File: config.mk
export PLATFORM = sky130hd
export DESIGN_NAME = wbm_burst_gen
export DESIGN_NICKNAME = d
export VERILOG_FILES = /design/src/rtl/wbm_burst_gen.sv
export SDC_FILE = /design/constraint.sdc
export NUM_CORES = 1
export LEC_CHECK = 0
export CAP_MARGIN = 10
export CORE_MARGIN = 5
export CORE_UTILIZATION = 43
export CTS_CLUSTER_DIAMETER = 80
export DETAILED_ROUTE_END_ITERATION = 16
export HOLD_SLACK_MARGIN = 0.15
export PLACE_DENSITY = 0.75
export SKIP_CTS_REPAIR_TIMING = 1
export SYNTH_ARGS = -nofsm -noshare
export SYNTH_HDL_FRONTEND = slang
export SYNTH_SLANG_ARGS = --single-unit
File: constraint.sdc
create_clock -name clk -period 4.7 [get_ports clk]
set_clock_uncertainty 0.05 [all_clocks]
set_input_delay 0.47 -clock clk [delete_from_list [all_inputs] [get_ports clk]]
set_output_delay 0.47 -clock clk [all_outputs]
set_load 0.02 [all_outputs]
File: src/rtl/wbm_burst_gen.sv
// Wishbone B3 master traffic generator: classic, linear and wrapping bursts with a
// self-checking address-derived data pattern. Define WBM_BURST_GEN_TIMEOUT_EN for the ack watchdog.
module wbm_burst_gen #(
    parameter int unsigned   DW      = 32,
    parameter int unsigned   AW      = 32,
    parameter logic [DW-1:0] SEED    = {DW{1'b0}},
    parameter int            TIMEOUT = 255
) (
    input  logic              clk,
    input  logic              reset,
    input  logic              cmd_valid,
    output logic              cmd_ready,
    input  logic [AW-1:0]     cmd_adr,
    input  logic              cmd_we,
    input  logic              cmd_burst,
    input  logic [1:0]        cmd_bte,
    input  logic [3:0]        cmd_len,
    output logic [AW-1:0]     adr_o,
    output logic [1:0]        bte_o,
    output logic [2:0]        cti_o,
    output logic [DW-1:0]     dat_o,
    output logic [DW/8-1:0]   sel_o,
    output logic              we_o,
    output logic              cyc_o,
    output logic              stb_o,
    input  logic [DW-1:0]     dat_i,
    input  logic              ack_i,
    output logic              done,
    output logic              OK,
    output logic [7:0]        err_cnt,
    output logic              timeout
);

    localparam int unsigned SW = DW / 8;
    localparam int unsigned SH = $clog2(SW);

    localparam logic [2:0] CTI_CLASSIC = 3'b000;
    localparam logic [2:0] CTI_INCR    = 3'b010;
    localparam logic [2:0] CTI_END     = 3'b111;

    typedef enum logic {
        S_IDLE,
        S_BUS
    } state_t;

    function automatic logic [DW-1:0] pattern(input logic [AW-1:0] a);
        logic [AW-1:0] word;
        word = a >> SH;
        return DW'(word) ^ SEED;
    endfunction

    // Wrapping bursts only advance the beat-index field; everything above it is held.
    function automatic logic [AW-1:0] next_adr(input logic [AW-1:0] a, input logic [1:0] bte);
        logic [AW-1:0] inc;
        logic [AW-1:0] mask;
        inc = a + AW'(SW);
        case (bte)
            2'b01:   mask = AW'(3) << SH;
            2'b10:   mask = AW'(7) << SH;
            2'b11:   mask = AW'(15) << SH;
            default: mask = {AW{1'b1}};
        endcase
        return (a & ~mask) | (inc & mask);
    endfunction

    function automatic logic [4:0] beat_count(input logic burst, input logic [1:0] bte,
                                              input logic [3:0] len);
        logic [4:0] n;
        if (!burst) begin
            n = 5'd1;
        end else begin
            case (bte)
                2'b01:   n = 5'd4;
                2'b10:   n = 5'd8;
                2'b11:   n = 5'd16;
                default: n = {1'b0, len} + 5'd1;
            endcase
        end
        return n;
    endfunction

    state_t           state_q, state_d;
    logic [AW-1:0]    adr_q, adr_d;
    logic [1:0]       bte_q, bte_d;
    logic [2:0]       cti_q, cti_d;
    logic [DW-1:0]    dat_q, dat_d;
    logic [SW-1:0]    sel_q, sel_d;
    logic             we_q, we_d;
    logic             cyc_q, cyc_d;
    logic             stb_q, stb_d;
    logic [4:0]       beats_q, beats_d;
    logic             done_q, done_d;
    logic             ok_q, ok_d;
    logic [7:0]       err_q, err_d;
    logic             end_bus;

`ifdef WBM_BURST_GEN_TIMEOUT_EN
    localparam int unsigned       WD_W     = (TIMEOUT > 1) ? $clog2(TIMEOUT + 1) : 1;
    localparam logic [WD_W-1:0]   WD_LIMIT = WD_W'(TIMEOUT);

    logic [WD_W-1:0] wd_q, wd_d;
    logic            timeout_q, timeout_d;
`endif

    // NOTE: every combinational output gets a default first, so no path leaves it unassigned and no latch is inferred.
    always_comb begin
        state_d = state_q;
        adr_d   = adr_q;
        bte_d   = bte_q;
        cti_d   = cti_q;
        dat_d   = dat_q;
        sel_d   = sel_q;
        we_d    = we_q;
        cyc_d   = cyc_q;
        stb_d   = stb_q;
        beats_d = beats_q;
        done_d  = 1'b0;
        ok_d    = ok_q;
        err_d   = err_q;
        end_bus = 1'b0;
`ifdef WBM_BURST_GEN_TIMEOUT_EN
        wd_d      = wd_q;
        timeout_d = timeout_q;
`endif

        case (state_q)
            S_IDLE: begin
                if (cmd_valid) begin
                    state_d = S_BUS;
                    adr_d   = cmd_adr;
                    bte_d   = cmd_burst ? cmd_bte : 2'b00;
                    beats_d = beat_count(cmd_burst, cmd_bte, cmd_len);
                    if (!cmd_burst)
                        cti_d = CTI_CLASSIC;
                    else if (beats_d == 5'd1)
                        cti_d = CTI_END;
                    else
                        cti_d = CTI_INCR;
                    dat_d   = cmd_we ? pattern(cmd_adr) : '0;
                    sel_d   = '1;
                    we_d    = cmd_we;
                    cyc_d   = 1'b1;
                    stb_d   = 1'b1;
`ifdef WBM_BURST_GEN_TIMEOUT_EN
                    wd_d    = '0;
`endif
                end
            end

            S_BUS: begin
                if (stb_q && ack_i) begin
                    adr_d = next_adr(adr_q, bte_q);
                    dat_d = we_q ? pattern(adr_d) : '0;
                    if (!we_q && (dat_i != pattern(adr_q))) begin
                        ok_d = 1'b0;
                        if (err_q != 8'hFF)
                            err_d = err_q + 8'd1;
                    end
`ifdef WBM_BURST_GEN_TIMEOUT_EN
                    wd_d = '0;
`endif
                    if (beats_q == 5'd1) begin
                        end_bus = 1'b1;
                    end else begin
                        beats_d = beats_q - 5'd1;
                        cti_d   = (beats_q == 5'd2) ? CTI_END : CTI_INCR;
                    end
                end
`ifdef WBM_BURST_GEN_TIMEOUT_EN
                else if (wd_q == WD_LIMIT) begin
                    end_bus   = 1'b1;
                    timeout_d = 1'b1;
                    ok_d      = 1'b0;
                end else begin
                    wd_d = wd_q + 1'b1;
                end
`endif
            end

            default: state_d = S_IDLE;
        endcase

        // Leave a quiet bus behind once the command finishes or is abandoned.
        if (end_bus) begin
            state_d = S_IDLE;
            cyc_d   = 1'b0;
            stb_d   = 1'b0;
            we_d    = 1'b0;
            cti_d   = CTI_CLASSIC;
            sel_d   = '0;
            dat_d   = '0;
            done_d  = 1'b1;
        end
    end

    // NOTE: sequential state uses non-blocking assignments so every flop samples pre-edge values.
    always_ff @(posedge clk or posedge reset) begin
        if (reset) begin
            state_q <= S_IDLE;
            adr_q   <= '0;
            bte_q   <= 2'b00;
            cti_q   <= CTI_CLASSIC;
            dat_q   <= '0;
            sel_q   <= '0;
            we_q    <= 1'b0;
            cyc_q   <= 1'b0;
            stb_q   <= 1'b0;
            beats_q <= '0;
            done_q  <= 1'b0;
            ok_q    <= 1'b1;
            err_q   <= '0;
`ifdef WBM_BURST_GEN_TIMEOUT_EN
            wd_q      <= '0;
            timeout_q <= 1'b0;
`endif
        end else begin
            state_q <= state_d;
            adr_q   <= adr_d;
            bte_q   <= bte_d;
            cti_q   <= cti_d;
            dat_q   <= dat_d;
            sel_q   <= sel_d;
            we_q    <= we_d;
            cyc_q   <= cyc_d;
            stb_q   <= stb_d;
            beats_q <= beats_d;
            done_q  <= done_d;
            ok_q    <= ok_d;
            err_q   <= err_d;
`ifdef WBM_BURST_GEN_TIMEOUT_EN
            wd_q      <= wd_d;
            timeout_q <= timeout_d;
`endif
        end
    end

    assign cmd_ready = (state_q == S_IDLE);
    assign adr_o     = adr_q;
    assign bte_o     = bte_q;
    assign cti_o     = cti_q;
    assign dat_o     = dat_q;
    assign sel_o     = sel_q;
    assign we_o      = we_q;
    assign cyc_o     = cyc_q;
    assign stb_o     = stb_q;
    assign done      = done_q;
    assign OK        = ok_q;
    assign err_cnt   = err_q;

`ifdef WBM_BURST_GEN_TIMEOUT_EN
    assign timeout = timeout_q;
`else
    // Without the watchdog the flag can never fire; a negative limit is the only way to read it as set.
    assign timeout = (TIMEOUT < 0);
`endif

endmodule

* Word level (Yosys, flattened, before mapping)
Cells that the tools add are included.
** Storage, ports and cells
- Bits in registers :: 91
- Input bits :: 76
- Output and inout port bits :: 88
- Logic and storage cells :: 96
** Operators by class
- $add $sub $neg :: 4
- Equal/unequal tests :: 18
- Muxes and demuxes :: 45
- Bitwise operators :: 5
- Reduce and logical (&&, ||, !) cells :: 12
** Operators by type and width (count)
- two-way mux 32 bit :: 7
- case mux 32 bit (2 select lines) :: 2
- case mux 32 bit (3 select lines) :: 1
- bitwise AND 32 bit :: 2
- two-way mux 30 bit :: 2
- adder 32 x 3 -> 32 bit, second input constant :: 1
- inequality test 32 x 30 -> 1 bit :: 1
- NOT 32 bit :: 1
- bitwise OR 32 bit :: 1
- two-way mux 5 bit :: 6
- two-way mux 3 bit :: 7
- case mux 5 bit (3 select lines) :: 1
- two-way mux 1 bit :: 13
- two-way mux 4 bit :: 3
- equality test 5 x 1 -> 1 bit, second input constant :: 2
- case mux 5 bit (2 select lines) :: 1
- AND reduction 3 bit :: 3
- adder 8 x 1 -> 8 bit, second input constant :: 1
- equality test 2 bit, second input constant :: 4
- inequality test 8 bit, second input constant :: 1
- AND reduction 2 bit :: 4
- case mux 3 bit (2 select lines) :: 1
- adder 4 x 1 -> 5 bit, second input constant :: 1
- equality test 5 x 2 -> 1 bit, second input constant :: 1
- other kinds (13) :: 17

* Depth between registers and ports, before layout
- Depth in word-level cells :: 11
- Depth in mapped cells :: 9

* Worst setup path before layout
No wires, ideal clock.
- Path type :: register to register
- Start point :: reg adr_q[2] (netlist: adr_o[2])
- End point :: reg adr_q[28] (netlist: adr_o[28])
- Library setup time :: 0.137 ns
- Data arrival time :: 2.001 ns
- Data required time :: 4.513 ns
- Setup slack :: 2.512 ns
- Stages on the path, launching flop included :: 8
- Path buffers :: 0
- Path through :: dfrtp_1 > ha_1 > nand4_4 > nor4_4 > and4_4 > nand4_4 > mux2i_1 > a21oi_1
** Between the ends
- Cells in the longest elaborated chain, start to end :: 5
** RTL lines
- from (decl) :: RTL line 83 : logic [AW-1:0] adr_q, adr_d;
- from (signal assigned) :: RTL line 218 : adr_q <= adr_d;
- adder 32 x 3 -> 32 bit :: RTL line 56 : inc = a + AW'(SW);
- bitwise AND 32 bit :: RTL line 63 : return (a & ~mask) | (inc & mask);
- bitwise OR 32 bit :: RTL line 63
- two-way mux 32 bit :: RTL line 151 : if (stb_q && ack_i) begin
- case mux 32 bit (2 select lines) :: RTL line 126 : case (state_q)
No other way between the ends. The select of a mux whose other input is x is not followed.
A chain may end at the register's enable or synchronous reset.

* Worst setup path after layout
- Start point :: reg state_q
- End point :: reg dat_q[15] (netlist: dat_o[15])
** Between the ends
- Cells in the longest elaborated chain, start to end :: 3
- Elaborated cells between the ends (all ways) :: 7
** RTL lines
- from (decl) :: RTL line 82 : state_t state_q, state_d;
- from (signal assigned) :: RTL line 217 : state_q <= state_d;
- two-way mux 1 bit / NOT 1 bit (equally long branches)
- inequality test 3 x 1 -> 1 bit (no line) (tied with other cells)
- AND reduction 2 bit (no line) / two-way mux 32 bit (equally long branches)
- to (signal assigned) :: RTL line 221 : dat_q <= dat_d;
- to (decl) :: RTL line 86 : logic [DW-1:0] dat_q, dat_d;
Parallel ways exist; a longest one is shown, timed or not.

==> results.json <==
{
  "period_share_pct": 70.1,
  "rr_worst_depth": 8,
  "port-buffer-count": 160,
  "via_count": 4996,
  "ff2ff_setup_slack_ns": 1.40,
  "yosys.area.top_type_share_pct": 40.0,
  "ys_warn_count": 0,
  "worst_slew_pin_slew_ns": 0.973,
  "firstDrtPassIters": 6,
  "r2r-start": "state_q$_DFF_PP0_",
  "r2r_end": "dat_o[15]$_DFFE_PP0P_",
  "fin_cells": 848,
  "final_nets": 780,
  "gp_congestion": 0.819,
  "worstPathCellList": "buf_4 > nor2b_2 > buf_4 > nor2_4 > buf_4 > a31oi_2 > nand3_2 > o21ai_0",
  "status": "finished clean",
  "cp-end-kind": "register",
  "finalMaxSlewViolations": 0,
  "synth_cells": 569,
  "hp-class": "register to register",
  "critical_path.max_fanout": 60,
  "grt_pass1_vias": 4967,
  "synth_area_leader_cell": "dfrtp_1",
  "synth_cell_types": 64,
  "cap_violations": 0,
  "synth-seq-cells": 84,
  "power_mw": 4.11,
  "areaGrowthSynthToFinish_pct": 35.6,
  "clock_path_buffers": 2,
  "antenna_cells": 0,
  "ant_nets": 0,
  "htree_levels": 3,
  "crit_slowest_cell": "dfrtp_1",
  "track_usage_pct": 23.1,
  "syn_area_um2": 5190,
  "clkTransAtPathRegs_ns": 0.06,
  "postSynth.asyncResetShare_pct": 100,
  "clk_latency_ns": 0.34,
  "place_inst": 831,
  "crit_top_cell": "buf_4",
  "crit_required_ns": 4.89,
  "fp-row-count": 40,
  "layout-drive-gt1-share_pct": 5.99,
  "fillers": 1030,
  "worst_ep_arrival_time_ns": 3.49,
  "cts-root-buf": "clkbuf_16",
  "synth_flop_cell": "dfrtp_1",
  "grt_max_degree": 61,
  "multi_input_area_um2": 2750,
  "seqCellArea_um2": 2100,
  "core_um2": 11900,
  "synth_area_leaders": "dfrtp_1 40%, xnor2_1 6.1%, xor2_1 5.1%, o21ai_0 4.2%, a22oi_1 3.9%",
  "start_util_pct": 43.6,
  "grt_pass1_wl_mm": 26.5,
  "die_w_um": 120,
  "yosysSeqAreaShare_pct": 40.5,
  "hold_end": "OK$_DFFE_PP1P_",
  "ios": 164,
  "maxSlewHeadroom_pct": 35.2,
  "drt_iter0_drc": 444,
  "critPathBufInv": 3,
  "viasPerCell": 5.89,
  "cts_buffers": 9,
  "rsz0062_at_grt": "no",
  "min_period_ns": 3.30,
  "critPathKind": "register to register",
  "drc": 0,
  "startpoint_type": "register",
  "cts.sinks": 84,
  "die_y_um": 120,
  "synth_edf_count": 0,
  "syn_area_per_cell_um2": 9.13,
  "holdPathStages": 1,
  "wl_per_cell_um": 19.9,
  "cts_tree": "yes",
  "finalWirelength_mm": 16.9,
  "holdCritStartpoint": "OK$_DFFE_PP1P_",
  "cp_top_family": "buffers and inverters",
  "p_per_area_nw_per_um2": 583,
  "dp_hpwl_mm": 12.3,
  "final_hold_viol_count": 0,
  "clock.fmax_ghz": 0.303,
  "max_stage_delay_ns": 0.61,
  "gr-total-overflow": 0,
  "vdd_drop_max_mv": 0.274,
  "antenna_found_initial": 0,
  "p_leak_nw": 2.84,
  "setup_viol": 0,
  "fin_tns_setup_ns": 0,
  "die-area_um2": 14400
}
[cells in the mapped netlist (4+ instances only)]
master    count
xnor2_1      36
o21ai_1       9
nor3_1       10
buf_6         6
nor2b_1       4
a22oi_1      27
o22ai_1      13
nor4_1        5
clkbuf_1     23
xor2_1       30
a22o_1        5
nor2_1       32
o21ai_0      44
a31oi_1       4
mux2i_1       7
nand4_1      18
nand2_1      52
a21oi_1      32
inv_1        11
dfrtp_1      83
and4_1        4
buf_2         4
and3_1       11
buf_4        15
nand3_1      20
ha_1          8
[logic make-up (layout without fill, tap and decap cells)]
group | count (synthesis) | count (layout) | share of synthesized area [%]
simple gates | 178 | 178 | 18.5
compound gates | 159 | 159 | 19.2
mux | 9 | 9 | 1.78
fa+ha+maj | 8 | 8 | 1.93
flops | 84 | 84 | 40.5
other cells | 1 | 3 | 0.0722
xor+xnor | 66 | 66 | 11.1
buf+inv | 64 | 194 | 6.89
[registers in the layout (all words and copies together), names as in the netlist, named ones only]
register  cells
beats_q       5
err_cnt       8
OK            1
state_q       1
done          1
cti_o         2
dat_o        30
adr_o        30
bte_o         2
we_o          1
sel_o         1
[power breakdown]
part           switching, mW  internal, mW
sequential             0.438         0.985
combinational           1.04         0.904
clock                  0.295         0.442
[worst max path at each step]
stage / start / endpoint / slack (ns) / cells past startpoint
floorplan: reset / async pin / 2.02 / 1
global placement: cmd_valid / dat_o[27]$_DFFE_PP0P_ / 1.55 / 8
detailed placement: cmd_valid / dat_o[6]$_DFFE_PP0P_ / 1.40 / 8
CTS: state_q$_DFF_PP0_ / dat_o[6]$_DFFE_PP0P_ / 1.44 / 8
global route: state_q$_DFF_PP0_ / dat_o[28]$_DFFE_PP0P_ / 1.18 / 8
finish: state_q$_DFF_PP0_ / dat_o[15]$_DFFE_PP0P_ / 1.40 / 8
[cell usage in the layout, fill, tap and decap left out, types with 3 or more instances in the layout]
cell type        count
xor2_1              30
o22a_1               3
xnor2_1             36
nand3_1             20
clkdlybuf4s50_1    160
inv_1               10
nor3b_1              3
mux2i_1              7
nor2_1              31
and3_1              11
a22o_1               5
dfrtp_1             83
nand4_4              3
a21oi_1             32
nand4_1             18
o21ai_0             44
nand2b_1             3
nor3_1              10
a21o_1               3
nand2_1             52
a22oi_1             27
a31oi_1              4
o21ai_1              9
conb_1               3
nor4_1               5
and4_1               4
ha_1                 8
clkbuf_16            9
a32oi_1              3
buf_4                6
o22ai_1             13
nor2b_1              3
[area by class of cell]
class	count	share of cell area, %
Multi-Input combinational cell	423	39.0
Sequential cell	84	29.9
Timing Repair Buffer	167	23.4
Clock buffer	11	3.59
Tap cell	147	2.61
Clock inverter	5	0.853
Inverter	11	0.604
[per-stage QoR]
step / cell area (um2) / utilization, % / setup slack, ns / hold WS, ns
global route: 7040 / 59.1 / 1.18 / 0.429
CTS: 7040 / 59.1 / 1.44 / 0.419
detailed placement: 6730 / 56.5 / 1.40 / 0.410
global placement: 6730 / 56.5 / 1.55 / 0.406
finish: 7040 / 59.1 / 1.40 / 0.418
floorplan: 5200 / - / 2.02 / 0.424
[metal layers]
layer / share of wire, % / vias to the layer above / GRT usage, %
li1: - / 2286 / -
met3: 8.0 / 36 / 4.10
met4: 2.9 / 0 / 9.59
met1: 41 / 2407 / 29.8
met2: 48 / 267 / 38.2
met5: 0 / - / 0
(Power assumes the default switching activity.)
